===== src/rtl/frame_acq_pkg.sv =====
// Shared types and sizing helpers for the frame_acquisition front end.
package frame_acq_pkg;

    typedef enum logic [1:0] {IDLE, ARM, RUN, DONE} state_t;

    localparam int FRAMES_W = 16;

    // Counter width for a modulus n, never narrower than one bit.
    function automatic int cnt_w(input int n);
        return (n > 1) ? $clog2(n) : 1;
    endfunction

endpackage


===== src/rtl/frame_acq_trig_edge.sv =====
// Reference-trigger rising-edge detector; `FRAME_ACQ_TRIG_SYNC_EN adds a
// two-flop synchronizer ahead of the edge register for an asynchronous trigger.
module frame_acq_trig_edge (
    input  logic clk,
    input  logic reset,
    input  logic trig,
    output logic trig_rise
);

    logic trig_s;
    logic trig_q;

`ifdef FRAME_ACQ_TRIG_SYNC_EN
    logic [1:0] sync;

    always_ff @(posedge clk or posedge reset) begin
        if (reset) sync <= '0;
        else       sync <= {sync[0], trig};
    end

    assign trig_s = sync[1];
`else
    assign trig_s = trig;
`endif

    always_ff @(posedge clk or posedge reset) begin
        if (reset) trig_q <= 1'b0;
        else       trig_q <= trig_s;
    end

    assign trig_rise = trig_s & ~trig_q;

endmodule


===== src/rtl/frame_acquisition.sv =====
// Decimates ADC samples and frames them in M-sample periods aligned to the
// reference trigger. Optional macro: FRAME_ACQ_TRIG_SYNC_EN (trigger synchronizer).
module frame_acquisition
    import frame_acq_pkg::*;
#(
    parameter int M        = 128,
    parameter int DECIM    = 1,
    parameter int Q_ADC    = 14,
    parameter int Q_OUT    = 14,
    parameter int N_FRAMES = 8192
) (
    input  logic                clk,
    input  logic                reset,
    input  logic                enable,
    input  logic [Q_ADC-1:0]    adc_data,
    input  logic                adc_valid,
    input  logic                trig,
    output logic [Q_OUT-1:0]    x,
    output logic                x_valid,
    output logic                sof,
    output logic [FRAMES_W-1:0] frames_done,
    output logic                acquiring,
    output logic                sync_error
);

    localparam int IDX_W = cnt_w(M);
    localparam int DEC_W = cnt_w(DECIM);
    localparam logic [IDX_W-1:0]    IDX_LAST    = IDX_W'(M - 1);
    localparam logic [DEC_W-1:0]    DEC_LAST    = DEC_W'(DECIM - 1);
    localparam logic [FRAMES_W-1:0] FRAMES_LAST = FRAMES_W'(N_FRAMES - 1);

    state_t                    state;
    logic [IDX_W-1:0]          sample_idx;
    logic [DEC_W-1:0]          decim_cnt;
    logic                      trig_rise;
    logic                      aligned;
    logic signed [Q_OUT-1:0]   x_ext;

    frame_acq_trig_edge u_trig_edge (
        .clk       (clk),
        .reset     (reset),
        .trig      (trig),
        .trig_rise (trig_rise)
    );

    assign aligned = (sample_idx == '0) && (decim_cnt == '0);
    assign x_ext   = Q_OUT'($signed(adc_data));

    always_ff @(posedge clk or posedge reset) begin
        if (reset) begin
            state       <= IDLE;
            x           <= '0;
            x_valid     <= 1'b0;
            sof         <= 1'b0;
            frames_done <= '0;
            acquiring   <= 1'b0;
            sync_error  <= 1'b0;
            sample_idx  <= '0;
            decim_cnt   <= '0;
        end else begin
            x_valid <= 1'b0;
            sof     <= 1'b0;
            case (state)
                IDLE: begin
                    if (enable) begin
                        state       <= ARM;
                        frames_done <= '0;
                        sync_error  <= 1'b0;
                        sample_idx  <= '0;
                        decim_cnt   <= '0;
                    end
                end
                ARM: begin
                    if (!enable) begin
                        state <= IDLE;
                    end else if (trig_rise) begin
                        state      <= RUN;
                        acquiring  <= 1'b1;
                        sample_idx <= '0;
                        decim_cnt  <= '0;
                    end
                end
                RUN: begin
                    if (!enable) begin
                        state     <= IDLE;
                        acquiring <= 1'b0;
                    end else if (trig_rise && !aligned) begin
                        // Re-anchor to the trigger; a sample arriving now is dropped.
                        sync_error <= 1'b1;
                        sample_idx <= '0;
                        decim_cnt  <= '0;
                    end else if (adc_valid) begin
                        decim_cnt <= (decim_cnt == DEC_LAST) ? '0 : decim_cnt + 1'b1;
                        if (decim_cnt == '0) begin
                            x       <= x_ext;
                            x_valid <= 1'b1;
                            sof     <= (sample_idx == '0);
                            if (sample_idx == IDX_LAST) begin
                                sample_idx <= '0;
                                if (frames_done != '1)
                                    frames_done <= frames_done + 1'b1;
                                if (N_FRAMES > 0 && frames_done == FRAMES_LAST) begin
                                    state     <= DONE;
                                    acquiring <= 1'b0;
                                end
                            end else begin
                                sample_idx <= sample_idx + 1'b1;
                            end
                        end
                    end
                end
                DONE: begin
                    if (!enable) state <= IDLE;
                end
                default: state <= IDLE;
            endcase
        end
    end

endmodule


===== config.mk =====
export PLATFORM = sky130hd
export DESIGN_NAME = frame_acquisition
export DESIGN_NICKNAME = d
export VERILOG_FILES = /design/src/rtl/frame_acq_pkg.sv /design/src/rtl/frame_acq_trig_edge.sv /design/src/rtl/frame_acquisition.sv
export SDC_FILE = /design/constraint.sdc
export NUM_CORES = 1
export LEC_CHECK = 0
export CELL_PAD_IN_SITES_DETAIL_PLACEMENT = 0
export CELL_PAD_IN_SITES_GLOBAL_PLACEMENT = 1
export CORE_MARGIN = 5
export CORE_UTILIZATION = 37
export CTS_BUF_LIST = sky130_fd_sc_hd__clkbuf_8 sky130_fd_sc_hd__clkbuf_16
export CTS_CLUSTER_SIZE = 8
export DETAILED_ROUTE_END_ITERATION = 6
export PLACE_DENSITY_LB_ADDON = 0.1
export RECOVER_POWER = 25
export SLEW_MARGIN = 20
export SYNTH_ARGS = -nofsm -noshare
export SYNTH_HDL_FRONTEND = slang
export SYNTH_SLANG_ARGS = --single-unit

===== constraint.sdc =====
create_clock -name clk -period 2.3 [get_ports clk]
set_input_delay 0.46 -clock clk [delete_from_list [all_inputs] [get_ports clk]]
set_output_delay 0.46 -clock clk [all_outputs]
set_load 0.005 [all_outputs]

==> results.py <==
metrics = {
    "die": {
        "chipHeight_um": 86.5,
        "ioPinCount": 53,
        "start_util_pct": 38.6,
        "design.die.area_um2": 7490,
        "rows": 27,
        "core_um2": 5610,
        "die_w_um": 86.5,
    },
    "power": {
        "switching_power_w": 0.000377,
        "p_total_w": 0.00159,
        "p_clk_share_pct": 31.5,
        "power.density_nw_per_um2": 533,
        "p_leak_nw": 1.24,
        "sw_frac_of_total_pct": 23.7,
        "ir_drop_uv": 281,
        "p_int_w": 0.00121,
        "pwr-share-seq_pct": 53.1,
        "pwr-share-comb_pct": 15.4,
    },
    "final_layout": {
        "area_growth_pct": 37.8,
        "drive_gt1_share_pct": 17.1,
        "layout.nets": 308,
        "num_antenna_cells": 0,
        "layout.filler_cells": 528,
    },
    "clocking": {
        "cts_sinks": 44,
        "htreeDepth": 2,
        "cts_resized": 0,
        "cts_root_buf": "clkbuf_8",
        "insertion_delay_ns": 0.29,
        "cts.hold.buffers_added": 0,
        "cts_buffers": 5,
        "post-cts-setup-buffers": 0,
        "cts_tree": "built",
        "path_clk_slew_ns": 0.08,
        "cts_buffer_depth": 2,
    },
    "yosys": {
        "synth_edf_count": 0,
        "synth_top_area_share_pct": 50.8,
        "ys_ff_latch": 44,
        "syn_area_um2": 2170,
        "syn_area_per_cell_um2": 10.0,
        "ys_top_cells_by_count": "dfrtp_1 (44), o21ai_0 (25), nand2_1 (21)",
        "synth_top_family_by_area": "simple AND/OR/NAND/NOR gates",
        "synth.net_count": 238,
        "synth_compound_area_share_pct": 16.5,
        "synthSimpleGateAreaFrac_pct": 19.9,
        "ys.flop_type": "dfrtp_1",
        "synthMuxAreaShare_pct": 7.74,
        "yosysMostFrequentCell": "dfrtp_1",
        "ys_types": 45,
        "synth_area_leaders": "dfrtp_1 (51%), mux2_2 (7.3%), o21ai_0 (5.8%), nand2_1 (3.6%), nand4_1 (2.6%)",
        "ys_seq_area_share_pct": 50.8,
        "async_flop_share_pct": 100,
        "syn_inst": 216,
        "yosysTopAreaCell": "dfrtp_1",
        "synth_warnings": 0,
        "synth_xor_area_share_pct": 0,
        "synth-adder-area-share_pct": 1.73,
    },
    "flow_run": {
        "cap_violations": 0,
    },
    "timing": {
        "post-route-min-period_ns": 2.12,
        "worst_slack_ns": 0.185,
        "max_slew.worst_pin.slew_ns": 1.08,
        "setup_viol_count_final": 0,
        "worst_hold_slack_ns": 0.509,
        "final_hold_viol_count": 0,
        "maxSlewViolCount": 0,
        "rsz0062_at_grt": "no",
        "timing.clock.skew_ns": 0.00480,
        "fin_crit_sh_pct": 92.0,
        "max_freq_mhz": 473,
        "slew_headroom_pct": 28.2,
    },
    "critical_path": {
        "critPathArrivalTime_ns": 2.32,
        "end_kind": "register",
        "start_kind": "primary input",
        "crit_type": "primary input to register",
        "cp_max_fo": 4,
        "crit_required_ns": 2.50,
    },
    "global_route": {
        "antenna_found_initial": 0,
        "grt_pass1_vias": 1855,
        "overflow": 0,
        "grt_max_degree": 45,
        "grt_pass1_wl_um": 8890,
        "grt_use_total_pct": 14.8,
    },
    "detailed_routing": {
        "vias": 1883,
        "drc": 0,
        "postRouteAntennaNets": 0,
        "finalWirelength_um": 5280,
        "drt-initial-drc-count": 70,
        "vias_per_cell": 5.25,
        "drt-wirelength-per-cell_um": 14.7,
        "dr.pass1.iters": 4,
    },
    "placement": {
        "place_ws_ns": -0.0156,
        "gp_congestion": 0.750,
        "hpwl_um": 4000,
        "io_buffers": 52,
    },
    "run_status": {
        "status": "finished clean",
    },
    "worst_hold_path": {
        "hold_class": "register to register",
    },
}
## state kept, by name (all words and copies together) (netlist names)
signal and count:
state 2, sync_error 1, sample_idx 7, x_valid 1
sof 1, x 14, u_trig_edge.trig_q 1, frames_done 16
acquiring 1
## critical path: stages
cell and delay, ns:
dlygate4sd3_1 0.56, nor2b_1 0.15, or3_4 0.35, buf_4 0.15, or3_1 0.41, o31ai_1 0.24
## placed cells by master (no fill, tap or decap), drive strengths merged, types with 3 or more instances in the layout
cell type / n
a21oi: 7
a31oi: 7
buf: 18
clkbuf: 7
clkdlybuf4s50: 50
dfrtp: 44
ha: 3
inv: 9
mux2: 14
nand2: 21
nand3: 6
nand4: 10
nor2: 13
nor2b: 5
nor3: 8
nor4: 3
o211ai: 5
o21ai: 26
o31ai: 6
## area by class of cell
type,instances,area [um^2],area share (%)
clock buffers,6,82.6,2.76
clock inverters,2,11.3,0.377
inverters,9,33.8,1.13
multi-input cells,155,995,33.3
flip-flops and latches,44,1100,36.9
well taps,72,90.1,3.02
repair buffers,71,673,22.5
## stage by stage
stage / cells / setup TNS (ns) / utilization [%] / area [um^2]
6_report: 359 / 0 / 53.3 / 2990
3_3_place_gp: 351 / 0 / 51.6 / 2890
5_1_grt: 359 / 0 / 53.3 / 2990
3_5_place_dp: 351 / -0.0429 / 51.6 / 2890
2_1_floorplan: 216 / 0 / - / 2170
4_1_cts: 359 / 0 / 53.3 / 2990
## layer usage
metal,wire length [um],GRT usage (%),vias up
met2,2560,24.9,27
met1,2470,19.3,915
met4,63,4.67,0
met5,0,0,-
met3,184,2.57,8
li1,-,-,933
## worst paths after layout
check                         startpoint  depth (start not counted)  slack [ns]        endpoint
max in group asynchronous          reset                          3        0.70   sample_idx[4]
min in group asynchronous          reset                          3        0.95           x[10]
max reg2reg                sample_idx[0]                          6        0.21  frames_done[3]
max                                 trig                          6        0.18  frames_done[3]
min                                 x[9]                          1        0.51            x[9]
min reg2reg                         x[9]                          1        0.51            x[9]
## cells by family after synthesis
group                      after synthesis
AOI/OAI and AO/OA                       59
muxes                                   15
adders and majority gates                3
buffers and inverters                   17
DFF                                     44
and+or+nand+nor                         78
## power groups by stage
stage	clock, W	sequential (W)	combinational [W]
CTS	0.000520	0.000845	0.000252
global route	0.000546	0.000851	0.000268
finish	0.000501	0.000845	0.000245
floorplan	0	0.000860	0.0000942
global placement	0	0.000859	0.000249
detailed placement	0	0.000861	0.000251
Power figures use the tool's default switching activity.
